<file path="config.mk">
export PLATFORM = sky130hd
export DESIGN_NAME = knn_local_buf_ctrl
export DESIGN_NICKNAME = d
export VERILOG_FILES = /design/src/rtl/knn_local_buf_ctrl.sv
export SDC_FILE = /design/constraint.sdc
export NUM_CORES = 1
export LEC_CHECK = 0
export ABC_AREA = 1
export BUFFER_PORTS_ARGS = -buffer_cell sky130_fd_sc_hd__buf_2
export CORE_AREA = 2 2 414 416
export CTS_CLUSTER_SIZE = 20
export DETAILED_ROUTE_END_ITERATION = 10
export DIE_AREA = 0 0 416 418
export GPL_TIMING_DRIVEN = 0
export PLACE_DENSITY_LB_ADDON = 0.2
export SLEW_MARGIN = 30
export SYNTH_ARGS = -nofsm -noshare
export SYNTH_HDL_FRONTEND = slang
export SYNTH_SLANG_ARGS = --single-unit
</file>
<file path="constraint.sdc">
create_clock -name clk -period 14.75 [get_ports clk]
set_clock_uncertainty 0.2 [all_clocks]
set_input_delay 0.7375 -clock clk [delete_from_list [all_inputs] [get_ports clk]]
set_output_delay 0.7375 -clock clk [all_outputs]
set_load 0.02 [all_outputs]
</file>
<file path="src/rtl/knn_local_buf_ctrl.sv">
// Small synchronous FIFO used as the drain-side landing buffer for memory reads.
// Latency: a written entry is visible at the head on the cycle after the write.
// Backpressure: head is held while rd_rdy=0; the writer must respect count (no full guard).
module knn_fifo #(
    parameter int WIDTH = 8,
    parameter int DEPTH = 4
) (
    input  logic                       clk,
    input  logic                       reset_n,
    input  logic                       wr_vld,
    input  logic [WIDTH-1:0]           wr_dat,
    input  logic                       rd_rdy,
    output logic                       rd_vld,
    output logic [WIDTH-1:0]           rd_dat,
    output logic [$clog2(DEPTH+1)-1:0] count
);
    localparam int PW = (DEPTH > 1) ? $clog2(DEPTH) : 1;
    localparam int CW = $clog2(DEPTH + 1);

    logic [WIDTH-1:0] store [DEPTH];
    logic [PW-1:0]    wr_idx;
    logic [PW-1:0]    rd_idx;
    logic             do_rd;

    assign rd_vld = (count != '0);
    assign rd_dat = store[rd_idx];
    assign do_rd  = rd_vld && rd_rdy;

    // Storage needs no reset: validity is carried entirely by count.
    always_ff @(posedge clk) begin
        if (wr_vld) begin
            store[wr_idx] <= wr_dat;
        end
    end

    // Circular pointers and occupancy; DEPTH need not be a power of two.
    always_ff @(posedge clk or negedge reset_n) begin
        if (!reset_n) begin
            wr_idx <= '0;
            rd_idx <= '0;
            count  <= '0;
        end else begin
            if (wr_vld) begin
                wr_idx <= (wr_idx == PW'(DEPTH - 1)) ? '0 : wr_idx + PW'(1);
            end
            if (do_rd) begin
                rd_idx <= (rd_idx == PW'(DEPTH - 1)) ? '0 : rd_idx + PW'(1);
            end
            count <= count + CW'(wr_vld) - CW'(do_rd);
        end
    end
endmodule

// Fill-then-drain controller: streams a job into local memory, then reads it back out.
// Latency: a read issued in cycle t appears on m_data in cycle t+RD_LATENCY+1.
// Backpressure: s_ready only in FILL; reads issue only with FIFO credit, so m_ready never stalls memory.
module knn_local_buf_ctrl #(
    parameter int DATA_WIDTH = 256,
    parameter int ADDR_WIDTH = 11,
    parameter int DEPTH      = 2048,
    parameter int RD_LATENCY = 2
) (
    input  logic                  clk,
    input  logic                  reset_n,
    input  logic                  start,
    input  logic [ADDR_WIDTH:0]   num_words,
    input  logic [DATA_WIDTH-1:0] s_data,
    input  logic                  s_valid,
    output logic                  s_ready,
    output logic [DATA_WIDTH-1:0] m_data,
    output logic                  m_valid,
    input  logic                  m_ready,
    output logic                  busy,
    output logic                  done,
    output logic [ADDR_WIDTH-1:0] mem_address0,
    output logic                  mem_ce0,
    output logic                  mem_we0,
    output logic [DATA_WIDTH-1:0] mem_d0,
    input  logic [DATA_WIDTH-1:0] mem_q0
);
    localparam int CW         = ADDR_WIDTH + 1;
    localparam int FIFO_DEPTH = RD_LATENCY + 2;
    localparam int FCW        = $clog2(FIFO_DEPTH + 1);
    localparam int IW         = $clog2(RD_LATENCY + 1);

    typedef enum logic [2:0] {IDLE, FILL, DRAIN, FLUSH, DONE} state_t;

    state_t                state;
    state_t                state_nxt;
    logic                  armed;
    logic [CW-1:0]         len;
    logic [CW-1:0]         len_in;
    logic [CW-1:0]         len_last;
    logic [CW-1:0]         wr_ptr;
    logic [CW-1:0]         rd_ptr;
    logic [CW-1:0]         out_cnt;
    logic [RD_LATENCY-1:0] rd_pipe;
    logic [IW-1:0]         infl_cnt;
    logic [FCW-1:0]        fifo_cnt;
    logic                  job_go;
    logic                  wr_beat;
    logic                  rd_issue;
    logic                  capture;
    logic                  out_beat;
    logic                  has_credit;

    // Clamp so addresses never wrap past the last memory word.
    assign len_in   = (num_words > CW'(DEPTH)) ? CW'(DEPTH) : num_words;
    assign len_last = len - CW'(1);
    // armed delays the first accepted start to the second edge after reset release.
    assign job_go   = (state == IDLE) && start && armed;
    assign capture  = rd_pipe[RD_LATENCY-1];
    assign out_beat = m_valid && m_ready;
    assign busy     = (state != IDLE);
    // Credit counts only registered occupancy, so read issue never looks at m_ready.
    assign has_credit = (int'(fifo_cnt) + int'(infl_cnt)) < FIFO_DEPTH;

    knn_fifo #(
        .WIDTH (DATA_WIDTH),
        .DEPTH (FIFO_DEPTH)
    ) u_out_fifo (
        .clk     (clk),
        .reset_n (reset_n),
        .wr_vld  (capture),
        .wr_dat  (mem_q0),
        .rd_rdy  (m_ready),
        .rd_vld  (m_valid),
        .rd_dat  (m_data),
        .count   (fifo_cnt)
    );

    // Next-state and memory/stream strobes.
    always_comb begin
        state_nxt    = state;
        s_ready      = 1'b0;
        done         = 1'b0;
        mem_ce0      = 1'b0;
        mem_we0      = 1'b0;
        mem_address0 = '0;
        mem_d0       = '0;
        wr_beat      = 1'b0;
        rd_issue     = 1'b0;
        case (state)
            IDLE: begin
                if (job_go) begin
                    state_nxt = (len_in == '0) ? DONE : FILL;
                end
            end
            FILL: begin
                s_ready = 1'b1;
                if (s_valid) begin
                    wr_beat      = 1'b1;
                    mem_ce0      = 1'b1;
                    mem_we0      = 1'b1;
                    mem_address0 = wr_ptr[ADDR_WIDTH-1:0];
                    mem_d0       = s_data;
                    if (wr_ptr == len_last) begin
                        state_nxt = DRAIN;
                    end
                end
            end
            DRAIN: begin
                if ((rd_ptr < len) && has_credit) begin
                    rd_issue     = 1'b1;
                    mem_ce0      = 1'b1;
                    mem_address0 = rd_ptr[ADDR_WIDTH-1:0];
                    if (rd_ptr == len_last) begin
                        state_nxt = FLUSH;
                    end
                end
            end
            FLUSH: begin
                if (out_beat && (out_cnt == len_last)) begin
                    state_nxt = DONE;
                end
            end
            DONE: begin
                done      = 1'b1;
                state_nxt = IDLE;
            end
            default: state_nxt = IDLE;
        endcase
    end

    // State register.
    always_ff @(posedge clk or negedge reset_n) begin
        if (!reset_n) begin
            state <= IDLE;
        end else begin
            state <= state_nxt;
        end
    end

    // Job length, write/read pointers and accepted-beat counter.
    always_ff @(posedge clk or negedge reset_n) begin
        if (!reset_n) begin
            armed   <= 1'b0;
            len     <= '0;
            wr_ptr  <= '0;
            rd_ptr  <= '0;
            out_cnt <= '0;
        end else begin
            armed <= 1'b1;
            if (job_go) begin
                len     <= len_in;
                wr_ptr  <= '0;
                rd_ptr  <= '0;
                out_cnt <= '0;
            end else begin
                if (wr_beat) begin
                    wr_ptr <= wr_ptr + CW'(1);
                end
                if (rd_issue) begin
                    rd_ptr <= rd_ptr + CW'(1);
                end
                if (out_beat) begin
                    out_cnt <= out_cnt + CW'(1);
                end
            end
        end
    end

    // Reads in flight: the pipe's last stage marks the cycle mem_q0 is valid.
    always_ff @(posedge clk or negedge reset_n) begin
        if (!reset_n) begin
            rd_pipe  <= '0;
            infl_cnt <= '0;
        end else begin
            rd_pipe[0] <= rd_issue;
            for (int i = 1; i < RD_LATENCY; i++) begin
                rd_pipe[i] <= rd_pipe[i-1];
            end
            infl_cnt <= infl_cnt + IW'(rd_issue) - IW'(capture);
        end
    end
endmodule

</file>
# Word level (Yosys, flattened, before mapping)
# Memories as Yosys holds them, arrays and structs flattened.
# Index checks and enable logic that the tools add are counted.
[totals]
out_inout_bits = 529
input_bits = 529
regBits = 63
mem_bits_rw = 1024
mem_count = 1
word_cells = 85
[memory_table]
columns = ["name", "depth", "word_bits", "read_ports", "rd_clocked_by_memory_dff", "write_ports", "line_no", "text"]
rows = [
  ["u_out_fifo.store", 4, 256, 1, 0, 1, "20", "logic [WIDTH-1:0] store [DEPTH];"],
]
[op_classes]
n_addsub = 11
n_reduce_logical = 13
order_cmp = 3
mux = 31
n_eq_ne = 15
[op_table]
columns = ["op", "n"]
rows = [
  ["$mux 256", 2],
  ["$mux 12", 7],
  ["$add 12x1->12 const B", 3],
  ["$eq 12x12->1", 3],
  ["$mux 11", 2],
  ["$pmux 11 s2", 1],
  ["$mux 3", 7],
  ["$gt 12x12->1 const B", 1],
  ["$logic_not 12->1", 1],
  ["$lt 12x12->1", 1],
  ["$ne 2x2->1 const B", 6],
  ["$pmux 3 s4", 1],
  ["$sub 12x1->12 const B", 1],
  ["$mux 1", 8],
  ["$eq 3x2->1 const B", 2],
  ["$reduce_and 6->1", 1],
  ["$reduce_bool 2->1", 3],
  ["$reduce_bool 3->1", 2],
  ["$logic_and 1x1->1", 5],
  ["$add 2x1->2 const B", 2],
  ["$add 3x2->4", 1],
  ["$eq 2x2->1 const B", 2],
  ["$lt 4x3->1 const B", 1],
  ["$mux 2", 2],
  ["other kinds (8)", 8],
]

# Logic depth before layout (Yosys ltp)
[depth]
word_depth = 7
mapped_depth = 17
ltp_nobuf = 17

# Modules after synthesis
# A second synthesis with hierarchy kept.
[unflattened]
cells_unflattened = 4198
area_unflattened_um2 = 48047.3
[by_module_without_submodules]
columns = ["module", "instances", "area_each_um2", "seq_area_each_um2", "cells_each"]
rows = [
  ["knn_fifo", 1, 41876.4, 30924.7, 3039],
  ["knn_local_buf_ctrl", 1, 6170.9, 1401.3, 1159],
]

# Worst setup path before layout
# Ideal clock, no wire load.
[synth_timing]
path_kind = "register to register"
start = "reg u_out_fifo.wr_idx[0]"
end = "mem u_out_fifo.store[2][0] in the netlist's numbering, enable pin"
synth_period_minus_slack_ns = 6.432
setup_time_ns = 0.608
stages_incl_launch_ff = 5
t_required_ns = 13.942
setup_slack_ns = 8.318
arrival_time_ns = 5.624
path_buffers = 0
path_cell_list = "dfrtp_1 -> inv_1 -> ha_1 -> nand2_1 -> inv_1"
[synth_rtl]
columns = ["element", "line_no", "text"]
rows = [
  ["from (decl)", "21", "logic [PW-1:0] wr_idx;"],
  ["from (signal assigned)", "44", "wr_idx <= (wr_idx == PW'(DEPTH - 1)) ? '0 : wr_idx + PW'(1);"],
  ["to (decl)", "20", ""],
]
# No word-level cell before the write port.

# Final worst setup path
[layout_timing]
start = "reg u_out_fifo.rd_idx[0]"
end = "out m_data[56]"
[layout_via]
elab_chain_len = 1
[layout_lines]
columns = ["element", "line_no", "text"]
rows = [
  ["from (decl)", "22", "logic [PW-1:0] rd_idx;"],
  ["from (signal assigned)", "47", "rd_idx <= (rd_idx == PW'(DEPTH - 1)) ? '0 : rd_idx + PW'(1);"],
  ["$mem_v2 4x256", "n/a", ""],
  ["to (decl)", "70", "output logic [DATA_WIDTH-1:0] m_data,"],
]
# Every way passes these cells.

==> run summary <==
Synth top area share = 69.8%
Die Span Y = 418 um
Slowest-stage cell, CP = o22ai_1
antenna violations before repair = 116
Worst setup SP type = flip-flop
Starting Density = 26.1%
actual slew at the worst max-slew pin = 0.939 ns
Post-Synthesis Cells = 3676
final hold violations = 0
worst IR drop on VDD = 0.000138 V
wire per inst = 27.0 um
largest net degree at the start of global routing = 76
max_cap viols = 0
final HPWL from detailed placement = 150 mm
TritonCTS buffer count = 119
Setup TNS Final = 0 ns
io pins = 1058
max-slew violation count = 0
RSZ-0062 raised after global routing = false
Max stage delay on crit path = 0.69 ns
Synth Warn # = 0
crit path max fanout = 10
Final Critical Period = 5.38 ns
core area = 169000 um2
HP Start = mem_q0[72]
GRT Residual Overflow = 0
arrival time worst endpoint = 4.44 ns
Post-Place Cells = 6965
post-synth cell types = 37
Synth area leaders = edfxtp_1, nor2_1, o21ai_0, o22ai_1, dfrtp_1
first-pass GRT wire length = 273 mm
# resized after CTS = 0
Most Frequent Cell on Critical Path = buf_2
Rows = 151
P&R area growth vs syn = 34.1%
CTS Sinks = 1087
Placer Congestion = 1.03
Non-Filler Instances = 7574
Yosys reg bits = 1087
Static Leak = 22.2 nW
maximum clock rate = 0.186 GHz
Worst-path clk slew = 0.06 ns
min-delay worst type = in -> reg
PortBufs = 1056
die area = 174000 um2
post-layout net count = 5665
Post-Syn Area = 44100 um2
via count = 35100
htree depth = 3
Iter 0 DRT Violations = 2912
post-CTS setup buffers = 0
setup violators final = 0
post-route DRC violation count = 0
TritonRoute pass-1 iters = 7
TritonCTS clock tree = yes
root buffer cell = clkbuf_16
Worst setup startpoint = u_out_fifo.rd_idx[0]$_DFFE_PN0P_
register area share after synthesis = 73.4%
worst path cell trace = buf_2, buf_2, inv_2, clkbuf_2, clkbuf_1, o21ai_0, o22ai_1, buf_2
Synth area leader = edfxtp_1
post-route clock period utilization = 36.5%
Die W = 416 um
syn nets = 4232
clock buffer depth = 3
detail-routed via count per cell = 4.64
status = completed
WHS = 0.0621 ns
CP endpoint kind = output pin
Worst-Skew Late Latency = 0.74 ns
Mean Syn Cell Area = 12.0 um2
CP Data Required Time = 13.81 ns
GRT Util Overall = 22.7%
PD cells = 196 nW/um2
Worst slew margin = 37.3%
Routed WL = 205 mm
antenna-violating nets left = 0
vias in the first global route = 33700
layout cells sized above 1 = 25.1%
Reg-to-Reg Start = len[3]$_DFFE_PN0P_
worst setup path category = reg -> out
==> power by group <==
part | leakage, nW | switching (mW) | total [mW] | internal [mW]
Clock | 1.80 | 1.24 | 2.83 | 1.60
Sequential | 10.1 | 0.113 | 3.85 | 3.74
Combinational | 10.3 | 3.60 | 4.87 | 1.27
Total | 22.2 | 4.95 | 11.6 | 6.61
==> path summary, 6_finish.rpt <==
check,to,slack (ns),depth (start not counted)
worst min register to register,rd_pipe[1]$_DFF_PN0_,0.18,0
worst max-delay path,m_data[56],9.37,8
worst max register to register,infl_cnt[1]$_DFF_PN0_,11.46,14
max in group asynchronous,rd_ptr[11]$_DFFE_PN0P_,13.49,3
worst min-delay path,u_out_fifo.store[3][72]$_DFFE_PP_,0.06,1
min in group asynchronous,wr_ptr[0]$_DFFE_PN0P_,0.27,2
==> metrics by stage <==
stage | setup WS (ns) | util [%] | cell area [um2] | total power [mW]
floorplan | 8.32 | - | 44100 | 6.65
global placement | 3.34 | 30.8 | 52100 | 8.92
detailed placement | 9.90 | 31.1 | 52600 | 8.79
CTS | 9.08 | 34.7 | 58700 | 11.7
global route | 9.11 | 34.9 | 59000 | 12.1
finish | 9.37 | 34.9 | 59100 | 11.6
==> registers in the layout, indices dropped and copies added, names as in the netlist <==
| signal | flops |
|---|---|
| rd_pipe | 2 |
| wr_ptr | 12 |
| u_out_fifo.store | 1024 |
| armed | 1 |
| infl_cnt | 2 |
| rd_ptr | 12 |
| u_out_fifo.wr_idx | 2 |
| u_out_fifo.rd_idx | 2 |
| out_cnt | 12 |
| u_out_fifo.count | 3 |
| len | 12 |
| state | 3 |
==> cells in the mapped netlist <==
cell type and instances:
a211oi_1 3, a21oi_1 30, a221oi_1 1, a31oi_1 2, buf_1 16, buf_2 17, clkbuf_1 202, conb_1 1
dfrtp_1 63, edfxtp_1 1024, fa_1 1, ha_1 26, inv_1 97, inv_2 5, nand2_1 404, nand2_2 14
nand2_4 2, nand3_1 63, nand3_2 2, nand3b_1 1, nand4_1 8, nor2_1 825, nor2_2 4, nor2_4 5
nor3_1 31, nor3_2 1, nor4_1 2, nor4_2 1, o211ai_1 1, o21a_1 3, o21ai_0 538, o21ai_1 1
o21ai_2 1, o22ai_1 275, o31ai_1 1, xnor2_1 4, xor2_1 1
==> placed cells by master (no fill, tap or decap), types with 28 or more instances in the layout <==
| cell type | n |
|---|---|
| a21oi_1 | 30 |
| buf_2 | 1072 |
| clkbuf_1 | 223 |
| clkbuf_16 | 120 |
| clkinv_1 | 28 |
| dfrtp_1 | 63 |
| diode_2 | 150 |
| dlygate4sd3_1 | 240 |
| edfxtp_1 | 1024 |
| inv_1 | 93 |
| nand2_1 | 404 |
| nand3_1 | 63 |
| nor2_1 | 817 |
| nor3_1 | 31 |
| o21ai_0 | 538 |
| o22ai_1 | 275 |
==> critical path: cells and delay by family (launching register included) <==
| kind | cells | cell delay [ns] |
|---|---|---|
| AO/OA/AOI/OAI | 2 | 0.85 |
| buffers and inverters | 6 | 2.43 |
| flip-flops | 1 | 0.38 |
==> per-layer routing <==
| metal | track usage [%] | vias to the layer above | part of all wire, % |
|---|---|---|---|
| met2 | 40.4 | 1421 | 51 |
| li1 | - | 16300 | - |
| met3 | 5.84 | 437 | 6.6 |
| met5 | 0 | - | 0.10 |
| met4 | 20.0 | 28 | 10 |
| met1 | 21.6 | 17000 | 32 |
==> what timing repair did <==
action                                  CTS  global route
endpoints found under the setup margin    0             0
endpoints found under the hold margin   961             0
hold buffers                            240             0
==> cells by family (layout without fill, tap and decap cells) <==
| family | after synthesis | in the layout | synth area share, % |
|---|---|---|---|
| and+or+nand+nor | 1363 | 1363 | 12.2 |
| DFF | 1087 | 1087 | 73.4 |
| AOI/OAI and AO/OA | 856 | 856 | 10.6 |
| buffers and inverters | 337 | 1867 | 2.92 |
| adders and majority gates | 27 | 27 | 0.784 |
| xor gates and xnor gates | 5 | 5 | 0.0994 |
| other | 1 | 151 | 0.00851 |
==> area by class of cell <==
cell class              instances  area [um2]
repair buffers               1312        8110
fillers                     17000      110000
diodes                        150         375
plain buffers                 235         915
clock inverters                68         577
well taps                    2218        2780
inverters                     102         413
multi-input cells            2252       10500
clock buffers                 150        3120
flip-flops and latches       1087       32300
Power figures use the tool's default switching activity.
